## config.mk

```make
export PLATFORM = sky130hd
export DESIGN_NAME = instruction_fetch
export DESIGN_NICKNAME = d
export VERILOG_FILES = /design/src/rtl/instruction_fetch.sv
export SDC_FILE = /design/constraint.sdc
export NUM_CORES = 1
export LEC_CHECK = 0
export ABC_CLOCK_PERIOD_IN_PS = 1700
export CAP_MARGIN = 15
export CORE_MARGIN = 1.5
export CORE_UTILIZATION = 45
export CTS_CLUSTER_DIAMETER = 40
export DETAILED_ROUTE_END_ITERATION = 10
export GPL_TIMING_DRIVEN = 0
export PLACE_DENSITY = 0.88
export SYNTH_ARGS = -nofsm -noshare
export SYNTH_HDL_FRONTEND = slang
export SYNTH_SLANG_ARGS = --single-unit
```

## constraint.sdc

```tcl
create_clock -name clk -period 1.7 [get_ports clk]
set_input_delay 0.425 -clock clk [delete_from_list [all_inputs] [get_ports clk]]
set_output_delay 0.425 -clock clk [all_outputs]
set_load 0.05 [all_outputs]
```

## src/rtl/instruction_fetch.sv

```systemverilog
// rtl/instruction_fetch.sv - two-byte instruction fetch unit with decoder handshake and PC control
//
// Purpose: reads a 16-bit instruction as two byte reads (high byte at pc_count,
// low byte at pc_count+1), presents it to the decoder with instr_valid/instr_ready,
// then pulses IncPC or LoadPC and waits SETTLE_CYC cycles for the counter to settle.
//
// Ports:
//   clk, reset (async, active-low)    clock and reset
//   run                               level enable for fetching
//   pc_count                          current program address
//   mem_rd/mem_addr/mem_data/mem_valid byte-wide memory read interface
//   instr/instr_valid/instr_ready     decoder handshake
//   br_take/br_target                 branch request, sampled on accept
//   IncPC/LoadPC/new_count            program counter control pulses
//   halted                            sticky, HALT_OP consumed
//   fetch_err                         sticky, memory timeout
//
// Optional feature: define FETCH_TIMEOUT_EN to enable the memory response timeout.

module instruction_fetch #(
  parameter int         ADDR_W      = 8,
  parameter logic [3:0] HALT_OP     = 4'b1111,
  parameter int         SETTLE_CYC  = 2,
  parameter int         TIMEOUT_CYC = 15
) (
  input  logic              clk,
  input  logic              reset,
  input  logic              run,
  input  logic [ADDR_W-1:0] pc_count,
  output logic              mem_rd,
  output logic [ADDR_W-1:0] mem_addr,
  input  logic [7:0]        mem_data,
  input  logic              mem_valid,
  output logic [15:0]       instr,
  output logic              instr_valid,
  input  logic              instr_ready,
  input  logic              br_take,
  input  logic [ADDR_W-1:0] br_target,
  output logic              IncPC,
  output logic              LoadPC,
  output logic [ADDR_W-1:0] new_count,
  output logic              halted,
  output logic              fetch_err
);

  typedef enum logic [2:0] {
    S_IDLE, S_RD_HI, S_GAP, S_RD_LO, S_PRESENT, S_SETTLE, S_HALT, S_ERR
  } state_t;

  state_t            r_state;
  logic              r_mem_rd;
  logic [ADDR_W-1:0] r_mem_addr;
  logic [15:0]       r_instr;
  logic              r_instr_valid;
  logic              r_inc_pc;
  logic              r_load_pc;
  logic [ADDR_W-1:0] r_new_count;
  logic              r_halted;
  logic [2:0]        r_settle_cnt;

  logic [ADDR_W-1:0] w_addr_lo;
  logic              w_timeout;

  // Low byte address wraps naturally modulo 2^ADDR_W.
  assign w_addr_lo = pc_count + ADDR_W'(1);

`ifdef FETCH_TIMEOUT_EN
  localparam int TO_W = $clog2(TIMEOUT_CYC + 1);

  logic [TO_W-1:0] r_to_cnt;
  logic            r_fetch_err;

  // Fires on the last of TIMEOUT_CYC request cycles unless the data arrives then.
  assign w_timeout = r_mem_rd & ~mem_valid & (r_to_cnt == TO_W'(TIMEOUT_CYC - 1));
  assign fetch_err = r_fetch_err;

  always_ff @(posedge clk or negedge reset) begin
    if (!reset) begin
      r_to_cnt    <= '0;
      r_fetch_err <= 1'b0;
    end else begin
      if (!r_mem_rd || mem_valid) begin
        r_to_cnt <= '0;
      end else if (!w_timeout) begin
        r_to_cnt <= r_to_cnt + TO_W'(1);
      end
      if (w_timeout) begin
        r_fetch_err <= 1'b1;
      end
    end
  end
`else
  assign w_timeout = 1'b0;
  assign fetch_err = 1'b0;
`endif

  always_ff @(posedge clk or negedge reset) begin
    if (!reset) begin
      r_state       <= S_IDLE;
      r_mem_rd      <= 1'b0;
      r_mem_addr    <= '0;
      r_instr       <= '0;
      r_instr_valid <= 1'b0;
      r_inc_pc      <= 1'b0;
      r_load_pc     <= 1'b0;
      r_new_count   <= '0;
      r_halted      <= 1'b0;
      r_settle_cnt  <= '0;
    end else begin
      // PC pulses are single-cycle by default.
      r_inc_pc  <= 1'b0;
      r_load_pc <= 1'b0;
      case (r_state)
        S_IDLE: begin
          if (run) begin
            r_state    <= S_RD_HI;
            r_mem_rd   <= 1'b1;
            r_mem_addr <= pc_count;
          end
        end
        S_RD_HI: begin
          if (mem_valid) begin
            r_instr[15:8] <= mem_data;
            r_mem_rd      <= 1'b0;
            r_state       <= S_GAP;
          end else if (w_timeout) begin
            r_mem_rd <= 1'b0;
            r_state  <= S_ERR;
          end
        end
        // One idle cycle so the memory sees two distinct requests.
        S_GAP: begin
          r_mem_rd   <= 1'b1;
          r_mem_addr <= w_addr_lo;
          r_state    <= S_RD_LO;
        end
        S_RD_LO: begin
          if (mem_valid) begin
            r_instr[7:0]  <= mem_data;
            r_mem_rd      <= 1'b0;
            r_instr_valid <= 1'b1;
            r_state       <= S_PRESENT;
          end else if (w_timeout) begin
            r_mem_rd <= 1'b0;
            r_state  <= S_ERR;
          end
        end
        S_PRESENT: begin
          if (instr_ready) begin
            r_instr_valid <= 1'b0;
            r_settle_cnt  <= '0;
            if (r_instr[15:12] == HALT_OP) begin
              r_halted <= 1'b1;
              r_state  <= S_HALT;
            end else if (br_take) begin
              r_load_pc   <= 1'b1;
              r_new_count <= br_target;
              r_state     <= S_SETTLE;
            end else begin
              r_inc_pc <= 1'b1;
              r_state  <= S_SETTLE;
            end
          end
        end
        // First SETTLE cycle carries the pulse; SETTLE_CYC idle cycles follow.
        S_SETTLE: begin
          if (r_settle_cnt == 3'(SETTLE_CYC)) begin
            if (run) begin
              r_state    <= S_RD_HI;
              r_mem_rd   <= 1'b1;
              r_mem_addr <= pc_count;
            end else begin
              r_state <= S_IDLE;
            end
          end else begin
            r_settle_cnt <= r_settle_cnt + 3'd1;
          end
        end
        S_HALT:  r_state <= S_HALT;
        S_ERR:   r_state <= S_ERR;
        default: r_state <= S_IDLE;
      endcase
    end
  end

  assign mem_rd      = r_mem_rd;
  assign mem_addr    = r_mem_addr;
  assign instr       = r_instr;
  assign instr_valid = r_instr_valid;
  assign IncPC       = r_inc_pc;
  assign LoadPC      = r_load_pc;
  assign new_count   = r_new_count;
  assign halted      = r_halted;

endmodule

```

==> results.txt <==
----------------------------------------------------
[Clock network]
  Max H-tree Level ... 2
  Count of clock tree sinks ... 43
  Total clock buffers created by CTS ... 5
  Root buffer selected by CTS ... clkbuf_8
  Clk_lat worst skew ... 0.29 ns
  TritonCTS clock tree ... yes
  Clock slew at the register clock pins of the worst setup and hold paths ... 0.08 ns
  Clock buffer depth ... 2
  Post-CTS Hold Buffers ... 0

[Critical path]
  Worst Path Max Fanout ... 9
  Critical path required time ... 1.88 ns
  Type of the worst setup path ... input pin to flip-flop
  Crit path arrival time ... 1.84 ns
  Cells traversed along the worst timing path ... clkdlybuf4s50_1 > nand2b_4 > nor2_4 > nand3_2 > mux2_2
  Type of destination of the critical path ... flip-flop
  Crit path largest cell delay ... 0.58 ns
  Type of origin of the critical path ... input pin
  Slowest CP cell ... clkdlybuf4s50_1

[Detailed routing]
  DRC errors left ... 0
  Total wire length ... 4.21 mm
  First-pass iteration count of the detailed router ... 4
  Number of DRC markers after the initial detailed-route iteration ... 91
  Via-to-Cell Ratio ... 5.07
  Average detailed-routed wire length per instance ... 14.5 um
  Via count of the routed design ... 1476
  Antenna Nets Post-Route ... 0

[Logic synthesis]
  Combinational family with the most area after synthesis ... multiplexers
  Yosys warnings ... 0
  Mean area per synthesized cell ... 12.5 um2
  Leading area contributor after synthesis ... dfrtp_1
  EDFF count, synth ... 0
  Synth top cells by count ... dfrtp_1, mux2_2, nor2_1
  Fraction of post-synthesis cell area in the top cell type by area ... 0.537
  XOR/XNOR Fraction of Synth Area ... 0.0350
  Fraction of registers with async set or reset after synthesis ... 1.00
  Post-Synthesis Net Count ... 193
  Multiplexer share of the synthesized area ... 0.146
  Synth area leaders ... dfrtp_1, mux2_2, xor2_1, nor2_1, a21oi_2
  Simple logic cell fraction of the synthesized area ... 0.135
  Adder-cell area share of the yosys netlist ... 0.0187
  Synth Flop Type ... dfrtp_1
  Most common cell in the netlist ... dfrtp_1
  Compound-Gate Fraction of Synth Area ... 0.0906
  Cell count after synthesis ... 160
  Number of distinct standard cells referenced by the synthesized netlist ... 33
  Mapped Area ... 2000 um2
  Count of state elements after synthesis ... 43
  Sequential-to-total area share from yosys stat ... 0.537

[GRT]
  Fraction of met2 tracks used by global routing ... 0.324
  Met1 Track Usage GR ... 0.228
  Number of antenna violations at the first check in global routing ... 0
  All-layer global routing usage ... 0.190
  Wire length of the first global-routing pass ... 7.21 mm
  Grt ovf ... 0
  Layer carrying the most global-route usage ... met2
  Pin count of the biggest net entering global routing ... 31
  Via count of the first global-routing pass ... 1568
  Met3 track demand over resource ... 0.0654

[Min path]
  Path class of the lowest-slack min-delay path ... input pin to asynchronous set/reset pin

[Die]
  Height of the chip ... 69.7 um
  Core area ... 4320 um2
  Width of the die ... 69.7 um
  IO Count ... 68
  Number of cell rows ... 24
  Initial core utilization ... 0.463
  Total Die Area ... 4860 um2

[Flow run]
  Total of max-cap violations ... 0

[STA]
  Worst slew pin tran ... 0.511 ns
  Minimum clock period after layout ... 1.66 ns
  Worst Skew ... 0.00246 ns
  Final-report hold violation count ... 0
  Count of pins over their slew limit ... 0
  Total of endpoints with negative setup slack in the final report ... 0
  Relative slew slack ... 0.661
  Fraction of the cycle the final worst path needs ... 0.977
  Maximum frequency from static timing analysis ... 0.602 GHz
  Crit path setup slack, layout ... 0.0390 ns

[Placement]
  Number of buffers added on ports ... 66
  Last weighted congestion value of the routability-driven placer ... 0.791
  Total cell area at the placement stage ... 2740 um2
  Setup slack at placement ... -0.267 ns
  Detailed placement HPWL ... 3.03 mm

[Power and ir drop]
  Leakage power summed over all cells ... 1.32 nW
  Total Power ... 5.46 mW
  Cell area power density ... 1900 nW/um2
  Worst IR Drop VDD ... 1.14 mV

[Layout]
  Layout cells sized above 1 ... 0.238
  Post-layout nets ... 271
  Layout Cell Area excl Fill ... 2870 um2
  ANT cells ... 0
  Area growth from synthesis to layout ... 43.4%

[Status]
  Run status ... finished clean

----------------------------------------------------
==> final timing paths <==
path	from	endpoint	slack, ns	depth (start not counted)
worst max-delay path	instr_ready	new_count[4]$_DFFE_PN0P_	0.04	5
worst min-delay path	reset	new_count[6]$_DFFE_PN0P_	0.01	1
worst max register to register	r_settle_cnt[0]$_DFFE_PN0P_	mem_addr[7]$_DFFE_PN0P_	0.10	7
worst min register to register	halted$_DFFE_PN0P_	halted$_DFFE_PN0P_	0.48	1
max in group asynchronous	reset	instr[8]$_DFFE_PN0P_	1.23	2
min in group clk	halted$_DFFE_PN0P_	halted$_DFFE_PN0P_	0.48	1
==> timing repair <==
| item | CTS | global route |
|---|---|---|
| endpoints found under the setup margin | 37 | 9 |
| pin swaps | 0 | 1 |
| buffers inserted | 0 | 3 |
| cloned | 0 | 1 |
| resized for setup | 37 | 1 |
==> per-layer routing <==
layer / wire length [um] / part of all wire / vias up
li1: - / - / 713
met1: 1800 / 0.43 / 715
met2: 2070 / 0.49 / 41
met3: 278 / 0.066 / 7
met4: 57 / 0.014 / 0
met5: 0 / 0 / -
==> area by class of cell <==
cell class,instances,area [um2]
Multi-Input combinational cell,106,855
Clock inverter,2,60.1
Buffer,6,56.3
Inverter,5,18.8
Tap cell,52,65.1
Clock buffer,6,72.6
Timing Repair Buffer,71,669
Sequential cell,43,1080
Fill cell,365,1450
==> through the flow <==
stage | instances | utilization | hold slack, ns | TNS, ns
after floorplan | 160 | - | 0.129 | 0
after global placement | 278 | 0.631 | 0.468 | -43.85
after detailed placement | 279 | 0.635 | 0.342 | -5.94
after CTS | 287 | 0.655 | 0.0170 | 0
after global routing | 291 | 0.664 | 0.0200 | -0.0312
final | 291 | 0.664 | 0.0145 | 0
==> logic make-up after synthesis <==
family / after synthesis
compound gates: 23
buf+inv: 11
xor+xnor: 8
flops: 43
other cells: 1
fa+ha+maj: 3
simple gates: 45
mux: 26
==> critical path, delay by kind of cell <==
| family | cells | cell delay (ns) |
|---|---|---|
| buffers and inverters | 1 | 0.58 |
| multiplexers | 1 | 0.34 |
| AND/OR/NAND/NOR | 3 | 0.49 |
==> flip-flops by register name, indices dropped and copies added, names as in the netlist, named ones only <==
| signal | flops |
|---|---|
| instr_valid | 1 |
| IncPC | 1 |
| instr | 16 |
| mem_rd | 1 |
| LoadPC | 1 |
| r_state | 2 |
| halted | 1 |
| new_count | 8 |
| r_settle_cnt | 3 |
| mem_addr | 8 |
==> layout by cell type (no fill, tap or decap), types with 3 or more instances in the layout <==
cell type        count
nand2_1              5
buf_6                3
inv_1                5
a21oi_1              8
o21bai_1             3
xor2_1               7
buf_4                4
dfrtp_1             43
mux2_2              25
a21oi_2              5
dlygate4sd2_1       37
nand3_1              4
clkbuf_8             5
ha_1                 3
nand4_1              7
clkdlybuf4s50_1     28
nor2_1              13
and3_1               3
nand2b_1             4
==> report_power, final <==
group	switching, mW	internal (mW)
logic	1.98	0.838
clock network	0.344	0.587
registers	0.235	1.48
No activity file was read; power rests on OpenSTA's default activity.
